`src/rtl/mem_arb_pkg.sv`:
```
// Shared types and constants for the three-master memory bus arbiter.
package mem_arb_pkg;

  typedef enum logic [1:0] {
    ST_IDLE = 2'd0,
    ST_BUSY = 2'd1,
    ST_TURN = 2'd2
  } arb_state_t;

  typedef enum logic [1:0] {
    MASTER_INSTR = 2'd0,
    MASTER_DATA  = 2'd1,
    MASTER_DMA   = 2'd2
  } master_t;

  localparam logic [15:0] TIMEOUT_DATA = 16'hffff;

  typedef struct packed {
    logic [18:0] addr;
    logic [15:0] wdata;
    logic        wr_en;
    logic [1:0]  bytesel;
  } bus_req_t;

  // Rotation order instr -> data -> dma -> instr.
  function automatic master_t next_master(input master_t m);
    case (m)
      MASTER_INSTR: return MASTER_DATA;
      MASTER_DATA:  return MASTER_DMA;
      default:      return MASTER_INSTR;
    endcase
  endfunction

  function automatic master_t grant_owner(input logic [2:0] grant);
    if (grant[1]) return MASTER_DATA;
    if (grant[2]) return MASTER_DMA;
    return MASTER_INSTR;
  endfunction

endpackage

```
`src/rtl/rr_priority_pick.sv`:
```
// Combinational round-robin pick: first requester at or after the pointer.
module rr_priority_pick
  import mem_arb_pkg::*;
(
  input  logic [2:0] req,
  input  master_t    ptr,
  output logic [2:0] grant
);

  // NOTE: every always_comb output gets a default first so no path can infer a latch.
  always_comb begin
    grant = '0;
    case (ptr)
      MASTER_DATA: begin
        if      (req[1]) grant = 3'b010;
        else if (req[2]) grant = 3'b100;
        else if (req[0]) grant = 3'b001;
      end
      MASTER_DMA: begin
        if      (req[2]) grant = 3'b100;
        else if (req[0]) grant = 3'b001;
        else if (req[1]) grant = 3'b010;
      end
      default: begin
        if      (req[0]) grant = 3'b001;
        else if (req[1]) grant = 3'b010;
        else if (req[2]) grant = 3'b100;
      end
    endcase
  end

endmodule

```
`src/rtl/rr_mem_arbiter.sv`:
```
// Round-robin arbiter sharing one memory bus between the CPU instruction port,
// the CPU data port and a DMA/debug master, with optional slave timeout.
module rr_mem_arbiter
  import mem_arb_pkg::*;
#(
  parameter int TIMEOUT_CYCLES = 0
) (
  input  logic        clk,
  input  logic        reset,
  input  logic [18:0] instr_m_addr,
  input  logic        instr_m_access,
  output logic        instr_m_ack,
  output logic [15:0] instr_m_data_in,
  input  logic [18:0] data_m_addr,
  input  logic [15:0] data_m_data_out,
  input  logic        data_m_access,
  input  logic        data_m_wr_en,
  input  logic [1:0]  data_m_bytesel,
  output logic        data_m_ack,
  output logic [15:0] data_m_data_in,
  input  logic [18:0] dma_m_addr,
  input  logic [15:0] dma_m_data_out,
  input  logic        dma_m_access,
  input  logic        dma_m_wr_en,
  input  logic [1:0]  dma_m_bytesel,
  output logic        dma_m_ack,
  output logic [15:0] dma_m_data_in,
  output logic [18:0] q_m_addr,
  output logic [15:0] q_m_data_out,
  output logic        q_m_access,
  output logic        q_m_wr_en,
  output logic [1:0]  q_m_bytesel,
  input  logic [15:0] q_m_data_in,
  input  logic        q_m_ack,
  output logic        bus_error
);

  localparam bit TIMEOUT_EN = (TIMEOUT_CYCLES > 0);
  localparam int CNT_W      = TIMEOUT_EN ? $clog2(TIMEOUT_CYCLES + 1) : 1;
  localparam logic [CNT_W-1:0] CNT_LAST = CNT_W'(TIMEOUT_CYCLES - 1);

  arb_state_t       state_q, state_d;
  logic [2:0]       grant_q, grant_d;
  master_t          ptr_q, ptr_d;
  logic [CNT_W-1:0] cnt_q, cnt_d;

  logic [2:0]  pick_grant;
  logic        busy;
  logic        timeout_hit;
  logic        done;
  logic [2:0]  ack_vec;
  logic [15:0] rdata;
  bus_req_t    sel;

  rr_priority_pick u_pick (
    .req   ({dma_m_access, data_m_access, instr_m_access}),
    .ptr   (ptr_q),
    .grant (pick_grant)
  );

  assign busy        = (state_q == ST_BUSY);
  // A real ack in the timeout cycle wins, so the forced completion requires !q_m_ack.
  assign timeout_hit = TIMEOUT_EN && busy && (cnt_q == CNT_LAST) && !q_m_ack;
  assign done        = busy && (q_m_ack || timeout_hit);
  assign ack_vec     = done ? grant_q : 3'b000;
  assign rdata       = q_m_ack ? q_m_data_in : TIMEOUT_DATA;

  // grant_q is non-zero only in BUSY, so the bus idles at zero otherwise.
  always_comb begin
    sel = '0;
    if (grant_q[0]) begin
      sel.addr    = instr_m_addr;
      sel.bytesel = 2'b11;
    end else if (grant_q[1]) begin
      sel.addr    = data_m_addr;
      sel.wdata   = data_m_data_out;
      sel.wr_en   = data_m_wr_en;
      sel.bytesel = data_m_bytesel;
    end else if (grant_q[2]) begin
      sel.addr    = dma_m_addr;
      sel.wdata   = dma_m_data_out;
      sel.wr_en   = dma_m_wr_en;
      sel.bytesel = dma_m_bytesel;
    end
  end

  assign q_m_access   = busy;
  assign q_m_addr     = sel.addr;
  assign q_m_data_out = sel.wdata;
  assign q_m_wr_en    = sel.wr_en;
  assign q_m_bytesel  = sel.bytesel;
  assign bus_error    = timeout_hit;

  assign instr_m_ack     = ack_vec[0];
  assign data_m_ack      = ack_vec[1];
  assign dma_m_ack       = ack_vec[2];
  assign instr_m_data_in = ack_vec[0] ? rdata : 16'h0000;
  assign data_m_data_in  = ack_vec[1] ? rdata : 16'h0000;
  assign dma_m_data_in   = ack_vec[2] ? rdata : 16'h0000;

  always_comb begin
    state_d = state_q;
    grant_d = grant_q;
    ptr_d   = ptr_q;
    cnt_d   = cnt_q;
    case (state_q)
      ST_IDLE: begin
        if (|pick_grant) begin
          grant_d = pick_grant;
          cnt_d   = '0;
          state_d = ST_BUSY;
        end
      end
      ST_BUSY: begin
        if (done) begin
          grant_d = '0;
          ptr_d   = next_master(grant_owner(grant_q));
          state_d = ST_TURN;
        end else if (TIMEOUT_EN) begin
          cnt_d = cnt_q + 1'b1;
        end
      end
      ST_TURN: state_d = ST_IDLE;
      default: begin
        grant_d = '0;
        state_d = ST_IDLE;
      end
    endcase
  end

  // NOTE: state registers use non-blocking assignments so every flop samples pre-edge values.
  always_ff @(posedge clk or posedge reset) begin
    if (reset) begin
      state_q <= ST_IDLE;
      grant_q <= '0;
      ptr_q   <= MASTER_INSTR;
      cnt_q   <= '0;
    end else begin
      state_q <= state_d;
      grant_q <= grant_d;
      ptr_q   <= ptr_d;
      cnt_q   <= cnt_d;
    end
  end

endmodule

```
`config.mk`:
```
export PLATFORM = sky130hd
export DESIGN_NAME = rr_mem_arbiter
export DESIGN_NICKNAME = d
export VERILOG_FILES = /design/src/rtl/mem_arb_pkg.sv /design/src/rtl/rr_priority_pick.sv /design/src/rtl/rr_mem_arbiter.sv
export SDC_FILE = /design/constraint.sdc
export NUM_CORES = 1
export LEC_CHECK = 0
export BUFFER_PORTS_ARGS = -buffer_cell sky130_fd_sc_hd__buf_2
export CAP_MARGIN = 20
export CORE_AREA = 2 2 80 82
export CTS_BUF_LIST = sky130_fd_sc_hd__clkbuf_16
export CTS_CLUSTER_DIAMETER = 30
export DETAILED_ROUTE_END_ITERATION = 12
export DIE_AREA = 0 0 82 84
export PLACE_DENSITY = 0.72
export RECOVER_POWER = 50
export SLEW_MARGIN = 10
export SYNTH_ARGS = -nofsm -noshare
export SYNTH_HDL_FRONTEND = slang
export SYNTH_SLANG_ARGS = --single-unit
```
`constraint.sdc`:
```
create_clock -name clk -period 2.65 [get_ports clk]
set_input_delay 0.1325 -clock clk [delete_from_list [all_inputs] [get_ports clk]]
set_output_delay 0.1325 -clock clk [all_outputs]
set_load 0.005 [all_outputs]
```
==> results of run 1 <==
-- layer usage --
metal	GRT usage [%]	share of wire, %	up-vias
met3	3.35	11	7
met4	3.33	0.95	0
li1	-	-	1126
met2	27.6	50	112
met5	0	0	-
met1	16.8	39	986
-- through the flow --
step	total power, uW	instances	setup slack (ps)	utilization (%)	hold WS (ps)
detailed placement	1400	478	1070	39.9	82.3
CTS	1660	483	826	41.3	225
finish	1620	483	533	40.9	225
floorplan	962	214	1230	-	-64.1
global placement	1380	478	1090	39.9	75.6
global route	1800	483	336	40.9	254
-- area by class of cell --
cell class              instances  area share, %
repair buffers                210           41.9
well taps                      77           3.86
inverters                       7           1.05
clock inverters                 1          0.151
multi-input cells             178           43.0
clock buffers                   3           3.01
flip-flops and latches          7           7.02
-- cell families after synthesis --
| kind of cell | synth area share [%] |
|---|---|
| other cells | 0.261 |
| buf+inv | 12.7 |
| compound gates | 33.0 |
| flops | 12.2 |
| simple gates | 39.4 |
| mux | 0.697 |
| fa+ha+maj | 1.74 |
-- cell usage after synthesis, drive strengths merged --
cell type / count / area [um^2]
and2: 48 / 310
a22oi: 36 / 270
o21ai: 23 / 115
nand2: 22 / 82.6
nor2: 20 / 75.1
buf: 14 / 126
clkbuf: 8 / 30.0
dfrtp: 7 / 175
inv: 7 / 26.3
and3: 3 / 18.8
nor2b: 3 / 28.8
nor3: 3 / 15.0
o211ai: 3 / 22.5
a21oi: 2 / 10.0
a221o: 2 / 20.0
a32o: 2 / 20.0
ha: 2 / 25.0
or3: 2 / 13.8
a21o: 1 / 7.51
a22o: 1 / 8.76
conb: 1 / 3.75
mux2i: 1 / 10.0
nand2b: 1 / 6.26
nor3b: 1 / 7.51
or2b: 1 / 7.51
-- state kept, by name, summed over array words and instances, names as in the netlist --
name     count
grant_q      3
ptr_q        2
state_q      2
-- worst paths after layout --
| path | endpoint | cells after the start |
|---|---|---|
| min reg2reg | state_q[0] | 1 |
| max in group asynchronous | state_q[1] | 3 |
| max reg2reg | grant_q[2] | 5 |
| min in group asynchronous | grant_q[2] | 3 |
| max | q_m_addr[0] | 5 |
| min | state_q[0] | 3 |
-- power groups by stage --
| stage | Clock, uW | Combinational (uW) | Sequential, uW |
|---|---|---|---|
| floorplan | 0 | 778 | 184 |
| global placement | 0 | 1170 | 204 |
| detailed placement | 0 | 1190 | 208 |
| CTS | 255 | 1200 | 207 |
| global route | 260 | 1330 | 213 |
| finish | 250 | 1170 | 202 |
-- worst max-delay path: stages, from the launching register on --
cell	delay, ps
dfrtp_1	500
nor2b_2	150
clkbuf_2	610
a22oi_1	130
o21ai_0	210
buf_2	140
-- placed cells by master (no fill, tap or decap) --
cell           count
clkbuf_1          11
mux2i_1            1
a22oi_1           36
nand2_1           22
ha_1               2
a21oi_1            2
clkbuf_2           6
conb_1             1
dlygate4sd3_1      1
or2b_1             1
buf_2            189
o21ai_0           23
a221o_1            2
o211ai_1           3
clkbuf_16          3
nand2b_1           1
nor2b_2            1
nor3b_1            1
nor2_1            20
nor3_1             3
and2_2             8
inv_1              8
buf_4              2
and2_0             5
nor2b_1            2
or3_1              1
dfrtp_1            7
and2_1            35
a21o_1             1
a22o_1             1
a32o_1             2
or3_2              1
and3_1             3
buf_1              1
==> impl_metrics.csv, run 1 <==
group,metric,value,unit
drt,routedWlPerCell,11.9,um
synth,yosysUniqueCellTypes,33,
drt,vias,2231,
drt,dr.pass1.iters,4,
synth,synth-seq-area-share,12.2,%
drt,wirelength,5.76,mm
final_layout,multi_input_comb_area,0.00107,mm^2
floorplan,die_h,84,um
clock_network,cts_resized,0,
clock_network,cts_root_buf,"clkbuf_16",
status,status,"finished, final reports clean",
power,intPower,882,uW
floorplan,io_pins,208,
timing,worstMarginPinSlew,775,ps
critical_path,required,2520,ps
placement,dp_hpwl,4.60,mm
synth,netlist_instances,214,
timing,max_clock_freq,472,MHz
floorplan,design.die.area,0.00689,mm^2
timing,slew_headroom,48.3,%
worst_hold_path,holdCritStartpoint,"q_m_ack",
power,swShare,45.7,%
synth,yosysWarnings,0,
floorplan,die_x,82,um
critical_path,startpoint_type,"flip-flop",
global_routing,first_global_vias,1907,
global_routing,grt_max_degree,59,
critical_path,r2r-start,"ptr_q[1]",
drt,drt_iter0_markers,97,
placement,placed_area,0.00243,mm^2
power,clock_power_share,15.4,%
timing,rsz0062_at_grt,"no",
clock_network,post_cts_buffers,0,
critical_path,worstPathMaxFanout,38,
timing,period_needed,2120,ps
timing,skew,1.18,ps
power,powerDensity,651,mW/mm^2
power,sequentialPowerShare,12.5,%
final_layout,drive_gt1_share,51.7,%
critical_path,r2r_slack,1120,ps
final_layout,syn2layout_area_growth,73.6,%
clock_network,path_clk_slew,30,ps
power,p_sw,743,uW
global_routing,track_usage,14.9,%
synth,synth_seq_cells,7,
final_layout,layout.nets,526,
clock_network,cts_max_path_buffers,2,
drt,vias_per_cell,4.62,
timing,hold_viol,0,
synth,synth_area,0.00144,mm^2
floorplan,coreArea,0.00610,mm^2
clock_network,numCtsBuffers,3,
timing,setup_viol,0,
drt,drc,0,
clock_network,worstSkewPairLatency,230,ps
clock_network,htreeDepth,1,
final_layout,seq_area,175,um^2
drt,antenna_left,0,
critical_path,worstPathArrival,1980,ps
critical_path,critPathKind,"reg -> out",
power,p_comb_share,72.2,%
clock_network,cts_tree,"done",
final_layout,fillers,648,
placement,port_buffers,206,
placement,place.gp.congestion,0.744,
floorplan,fp-row-count,29,
floorplan,initial_core_util,23.6,%
power,irDropWorstVdd,0.285,mV
timing,post-route-period-util,79.9,%
critical_path,end_kind,"output pin",
global_routing,antenna_found_initial,0,
worst_hold_path,min_path_type,"in -> reg",
global_routing,grt.overflow.total,0,
synth,synth_area_per_cell,6.71,um^2
final_layout,diodes,0,
global_routing,grt_pass1_wl,8.35,mm
power,leakagePower,0.00147,uW
job,maxCapViolCount,0,
critical_path,crit_start,"grant_q[1]",
timing,tns,0,ps
timing,finalMaxSlewViolations,0,
clock_network,hold_buffers,1,
final_layout,final_cell_area,0.00249,mm^2
synth,syn-num-nets,333,
clock_network,cts.sinks,7,
Note: power is estimated with default switching activity, not from simulation.
==> inputs of run 2 (changes only) <==
clock period = 2 ns   (was 2.65 ns; I/O delays follow)
==> impl_metrics.csv, run 2 (synthesized netlist as in run 1, its figures left out) <==
group,metric,value,unit
final_layout,final_util,40.9,%
critical_path,end_kind,"output pin",
critical_path,cpMaxStageDelayCell,"clkbuf_4",
floorplan,io_pins,208,
placement,place.gp.congestion,0.894,
worst_hold_path,min_path_type,"in -> reg",
drt,antenna_left,0,
timing,finalMaxSlewViolations,0,
clock_network,cts_root_buf,"clkbuf_16",
drt,wl_met2,2.94,mm
timing,tns,0,ps
final_layout,layout.nets,528,
drt,highest_layer,"met4",
clock_network,cts_max_path_buffers,2,
timing,setup_viol,0,
drt,routedWlPerCell,11.9,um
global_routing,grt_max_degree,39,
critical_path,worstPathCellList,"nor2b_1 > clkbuf_4 > a22oi_1 > o21ai_0 > clkbuf_1",
final_layout,final_cell_area,0.00249,mm^2
placement,port_buffers,206,
power,sequentialPowerShare,12.1,%
job,maxCapViolCount,0,
final_layout,syn2layout_area_growth,73.5,%
drt,wl_met3,564,um
final_layout,drive_gt1_share,47.3,%
power,leakagePower,0.00142,uW
final_layout,diodes,0,
final_layout,layout_common_cells,"171 x buf_2, 40 x and2_1, 36 x a22oi_1",
critical_path,critPathKind,"reg -> out",
drt,vias,2250,
critical_path,worstPathMaxFanout,38,
drt,m1WireLength,2.26,mm
power,powerDensity,869,mW/mm^2
status,status,"finished, final reports clean",
clock_network,numCtsBuffers,3,
placement,placed_area,0.00246,mm^2
global_routing,antenna_found_initial,0,
timing,hold_viol,0,
timing,post-route-period-util,88.5,%
floorplan,die_h,84,um
clock_network,worstSkewPairLatency,230,ps
final_layout,final_common_cell,"buf_2",
global_routing,track_usage,14.9,%
clock_network,path_clk_slew,30,ps
timing,skew,1.85,ps
drt,drc,0,
power,p_sw,1020,uW
clock_network,post_cts_buffers,0,
final_layout,top_regs,"grant_q x3, ptr_q x2, state_q x2",
timing,max_clock_freq,565,MHz
critical_path,r2r-start,"ptr_q[1]",
global_routing,grt.overflow.total,0,
global_routing,first_global_vias,1943,
critical_path,worstPathArrival,1670,ps
power,clock_power_share,15.5,%
floorplan,fp-row-count,29,
critical_path,slowest_delay,410,ps
clock_network,cts_tree,"done",
floorplan,initial_core_util,23.6,%
timing,rsz0062_at_grt,"no",
critical_path,startpoint_type,"flip-flop",
timing,period_needed,1770,ps
floorplan,coreArea,0.00610,mm^2
drt,wirelength,5.79,mm
floorplan,die_x,82,um
final_layout,largest_register_ffs,3,
placement,dp_hpwl,4.65,mm
power,p_comb_share,72.4,%
power,irDropWorstVdd,0.388,mV
drt,drt_iter0_markers,63,
floorplan,design.die.area,0.00689,mm^2
drt,dr.pass1.iters,5,
critical_path,required,1900,ps
power,swShare,47.0,%
clock_network,cts.sinks,7,
final_layout,largest-register,"grant_q",
drt,vias_per_cell,4.64,
power,design_power_total,2170,uW
global_routing,grt_pass1_wl,8.45,mm
worst_hold_path,holdCritStartpoint,"dma_m_access",
power,intPower,1150,uW
critical_path,crit_start,"grant_q[2]",
clock_network,htreeDepth,1,
-- run 2: cell types whose count changed in the layout (fill, tap and decap cells not counted) --
cell,delta
and2_0,-5
and2_1,+5
and3_1,-1
and3_2,+1
buf_2,-18
buf_4,+2
clkbuf_1,+20
clkbuf_2,-3
clkbuf_4,+1
nor2b_2,-1
nor2b_4,+1
-- run 2: final timing paths --
| check | endpoint | slack, ps | cells after the start |
|---|---|---|---|
| worst min register to register | ptr_q[1] | 530 | 1 |
| worst max register to register | grant_q[2] | 440 | 5 |
| max in group asynchronous | grant_q[1] | 1430 | 3 |
| worst min-delay path | grant_q[2] | 180 | 2 |
| worst max-delay path | q_m_addr[0] | 230 | 5 |
| min in group asynchronous | ptr_q[1] | 350 | 3 |
-- run 2: through the flow --
step	setup slack, ps	cells	hold slack (ps)
4_1_cts	92.7	485	177
2_1_floorplan	577	214	-96.6
5_1_grt	98.6	485	193
6_report	231	485	179
3_5_place_dp	344	480	47.1
3_3_place_gp	413	480	41.2
-- run 2: power groups by stage --
stage                     combinational [uW]  sequential [uW]  clock [uW]
after floorplan                         1030              244           0
after global placement                  1620              257           0
after detailed placement                1660              264           0
after CTS                               1670              264         341
after global routing                    1770              272         348
final                                   1570              262         336
-- run 2: timing repair --
item	in CTS	in global routing
hold buffers	1	0
endpoints found under the setup margin	0	10
endpoints found under the hold margin	7	0
resized for setup	0	1
-- run 2: area by class of cell --
cell class                      count  area (um^2)
Clock inverter                      1         3.75
Inverter                            7         26.3
Timing Repair Buffer              212         1040
Sequential cell                     7          175
Multi-Input combinational cell    178         1080
Fill cell                         689         3600
Clock buffer                        3         75.1
Tap cell                           77         96.3
-- run 2: critical path, delay by kind of cell (launching register included) --
family | cells | cell delay [ps]
flip-flops | 1 | 380
buffers and inverters | 2 | 560
AO/OA/AOI/OAI | 2 | 340
AND/OR/NAND/NOR | 1 | 140
-- run 2: layer usage --
metal	up-vias	global-route usage, %
met3	4	2.71
met5	-	0
met4	0	2.27
met2	115	27.7
li1	1129	-
met1	1002	17.5
==> inputs of run 3 (changes only) <==
BUFFER_PORTS_ARGS = -buffer_cell sky130_fd_sc_hd__buf_4   (was -buffer_cell sky130_fd_sc_hd__buf_2)
==> impl_metrics.csv, run 3 (synthesized netlist as in run 1, its figures left out) <==
group,metric,value,unit
status,status,"finished, final reports clean",
job,maxCapViolCount,0,
global_routing,antenna_found_initial,0,
timing,setup_viol,0,
drt,antenna_left,0,
timing,finalMaxSlewViolations,0,
drt,vias_per_cell,4.69,
placement,preCtsSetupSlack,395,ps
critical_path,required,1900,ps
drt,drt_iter0_markers,75,
critical_path,worstPathCellList,"buf_4 > and3_1 > and2_2 > buf_4",
critical_path,end_kind,"output pin",
critical_path,cpMaxStageDelayCell,"and3_1",
final_layout,largest-register,"grant_q",
global_routing,first_global_vias,1904,
clock_network,cts_tree,"done",
clock_network,cts_resized,0,
final_layout,layout_common_cells,"185 x buf_4, 40 x and2_1, 36 x a22oi_1",
placement,port_buffers,206,
final_layout,drive_gt1_share,54.4,%
timing,hold_viol,0,
critical_path,critPathKind,"reg -> out",
floorplan,io_pins,208,
final_layout,diodes,0,
timing,rsz0062_at_grt,"no",
final_layout,fin_cells,485,
power,leakagePower,0.00163,uW
drt,dr.pass1.iters,4,
clock_network,path_clk_slew,40,ps
placement,dp_hpwl,5.14,mm
timing,slew_headroom,65.1,%
clock_network,worstSkewPairLatency,230,ps
global_routing,grt_pass1_wl,9.28,mm
floorplan,die_x,82,um
final_layout,largest_register_ffs,3,
global_routing,track_usage,16.6,%
timing,fin_ws,181,ps
timing,max_clock_freq,550,MHz
floorplan,design.die.area,0.00689,mm^2
critical_path,crit_top_cell,"buf_4",
timing,post-route-period-util,90.9,%
drt,routedWlPerCell,13.2,um
floorplan,die_h,84,um
global_routing,grt_max_degree,40,
power,powerDensity,816,mW/mm^2
clock_network,cts_root_buf,"clkbuf_16",
final_layout,final_common_cell,"buf_4",
global_routing,grt.overflow.total,0,
floorplan,initial_core_util,23.6,%
clock_network,numCtsBuffers,3,
clock_network,cts_max_path_buffers,2,
timing,skew,0.123,ps
critical_path,cp_num_buf_inv,2,
final_layout,layout.nets,528,
timing,fin_hold_ws,157,ps
drt,wirelength,6.41,mm
drt,drc,0,
floorplan,coreArea,0.00610,mm^2
final_layout,top_regs,"grant_q x3, ptr_q x2, state_q x2",
clock_network,htreeDepth,1,
final_layout,syn2layout_area_growth,112,%
drt,vias,2277,
floorplan,fp-row-count,29,
clock_network,cts.sinks,7,
clock_network,hold_buffers,1,
worst_hold_path,min_path_type,"in -> reg",
power,irDropWorstVdd,0.715,mV
placement,placed_cells,480,
critical_path,startpoint_type,"flip-flop",
critical_path,worstPathArrival,1720,ps
clock_network,post_cts_buffers,0,
critical_path,slowest_delay,530,ps
timing,period_needed,1820,ps
critical_path,crit_family,"simple AND/OR/NAND/NOR gates",
timing,worstMarginPinSlew,523,ps
timing,tns,0,ps
placement,place.gp.congestion,0.866,
critical_path,worstPathMaxFanout,22,
-- run 3: cell types whose count changed in the layout (fill, tap and decap cells not counted) --
cell and delta:
buf_1 -1, clkbuf_1 -29, clkbuf_4 +22, clkbuf_2 -3, buf_4 +181, and3_2 -1
and3_1 +1, buf_12 +1, buf_2 -171
-- run 3: through the flow --
stage	power (uW)	util (%)	area, um^2
after detailed placement	2200	48.8	2970
after global placement	2160	48.8	2970
final	2490	50.1	3050
after global routing	2710	50.1	3050
after CTS	2540	50.2	3060
after floorplan	1270	-	1440
-- run 3: layout make-up --
type | count | area, um^2
fillers | 604 | 3040
repair buffers | 212 | 1600
multi-input cells | 178 | 1080
flip-flops and latches | 7 | 175
well taps | 77 | 96.3
clock buffers | 3 | 75.1
inverters | 7 | 26.3
clock inverters | 1 | 3.75
-- run 3: worst paths after layout --
kind                              start                end  slack (ps)  cells past startpoint
setup / recovery             grant_q[1]  data_m_data_in[5]         180                      4
hold reg to reg                ptr_q[1]           ptr_q[1]         530                      1
setup reg to reg               ptr_q[1]         grant_q[2]         460                      5
hold / removal             dma_m_access         grant_q[2]         160                      2
min in group asynchronous         reset           ptr_q[1]         370                      3
max in group asynchronous         reset         grant_q[0]        1430                      3
-- run 3: report_power, final --
group,internal [uW],total (uW),switching [uW]
combinational,997,1890,889
clock,260,334,74.6
sequential,203,271,68.0
-- run 3: worst reg2reg max path, delay by kind of cell, from the launching register on --
family	cells	cell delay, ps
simple gates	1	130
compound gates	3	550
flops	1	390
fa+ha+maj	1	350
-- run 3: routing by layer --
metal | wire length [um] | vias to the layer above | global-route usage [%]
li1 | - | 1137 | -
met1 | 2430 | 1013 | 20.8
met2 | 3290 | 114 | 28.5
met3 | 580 | 13 | 2.71
met4 | 114 | 0 | 4.85
met5 | 0 | - | 0
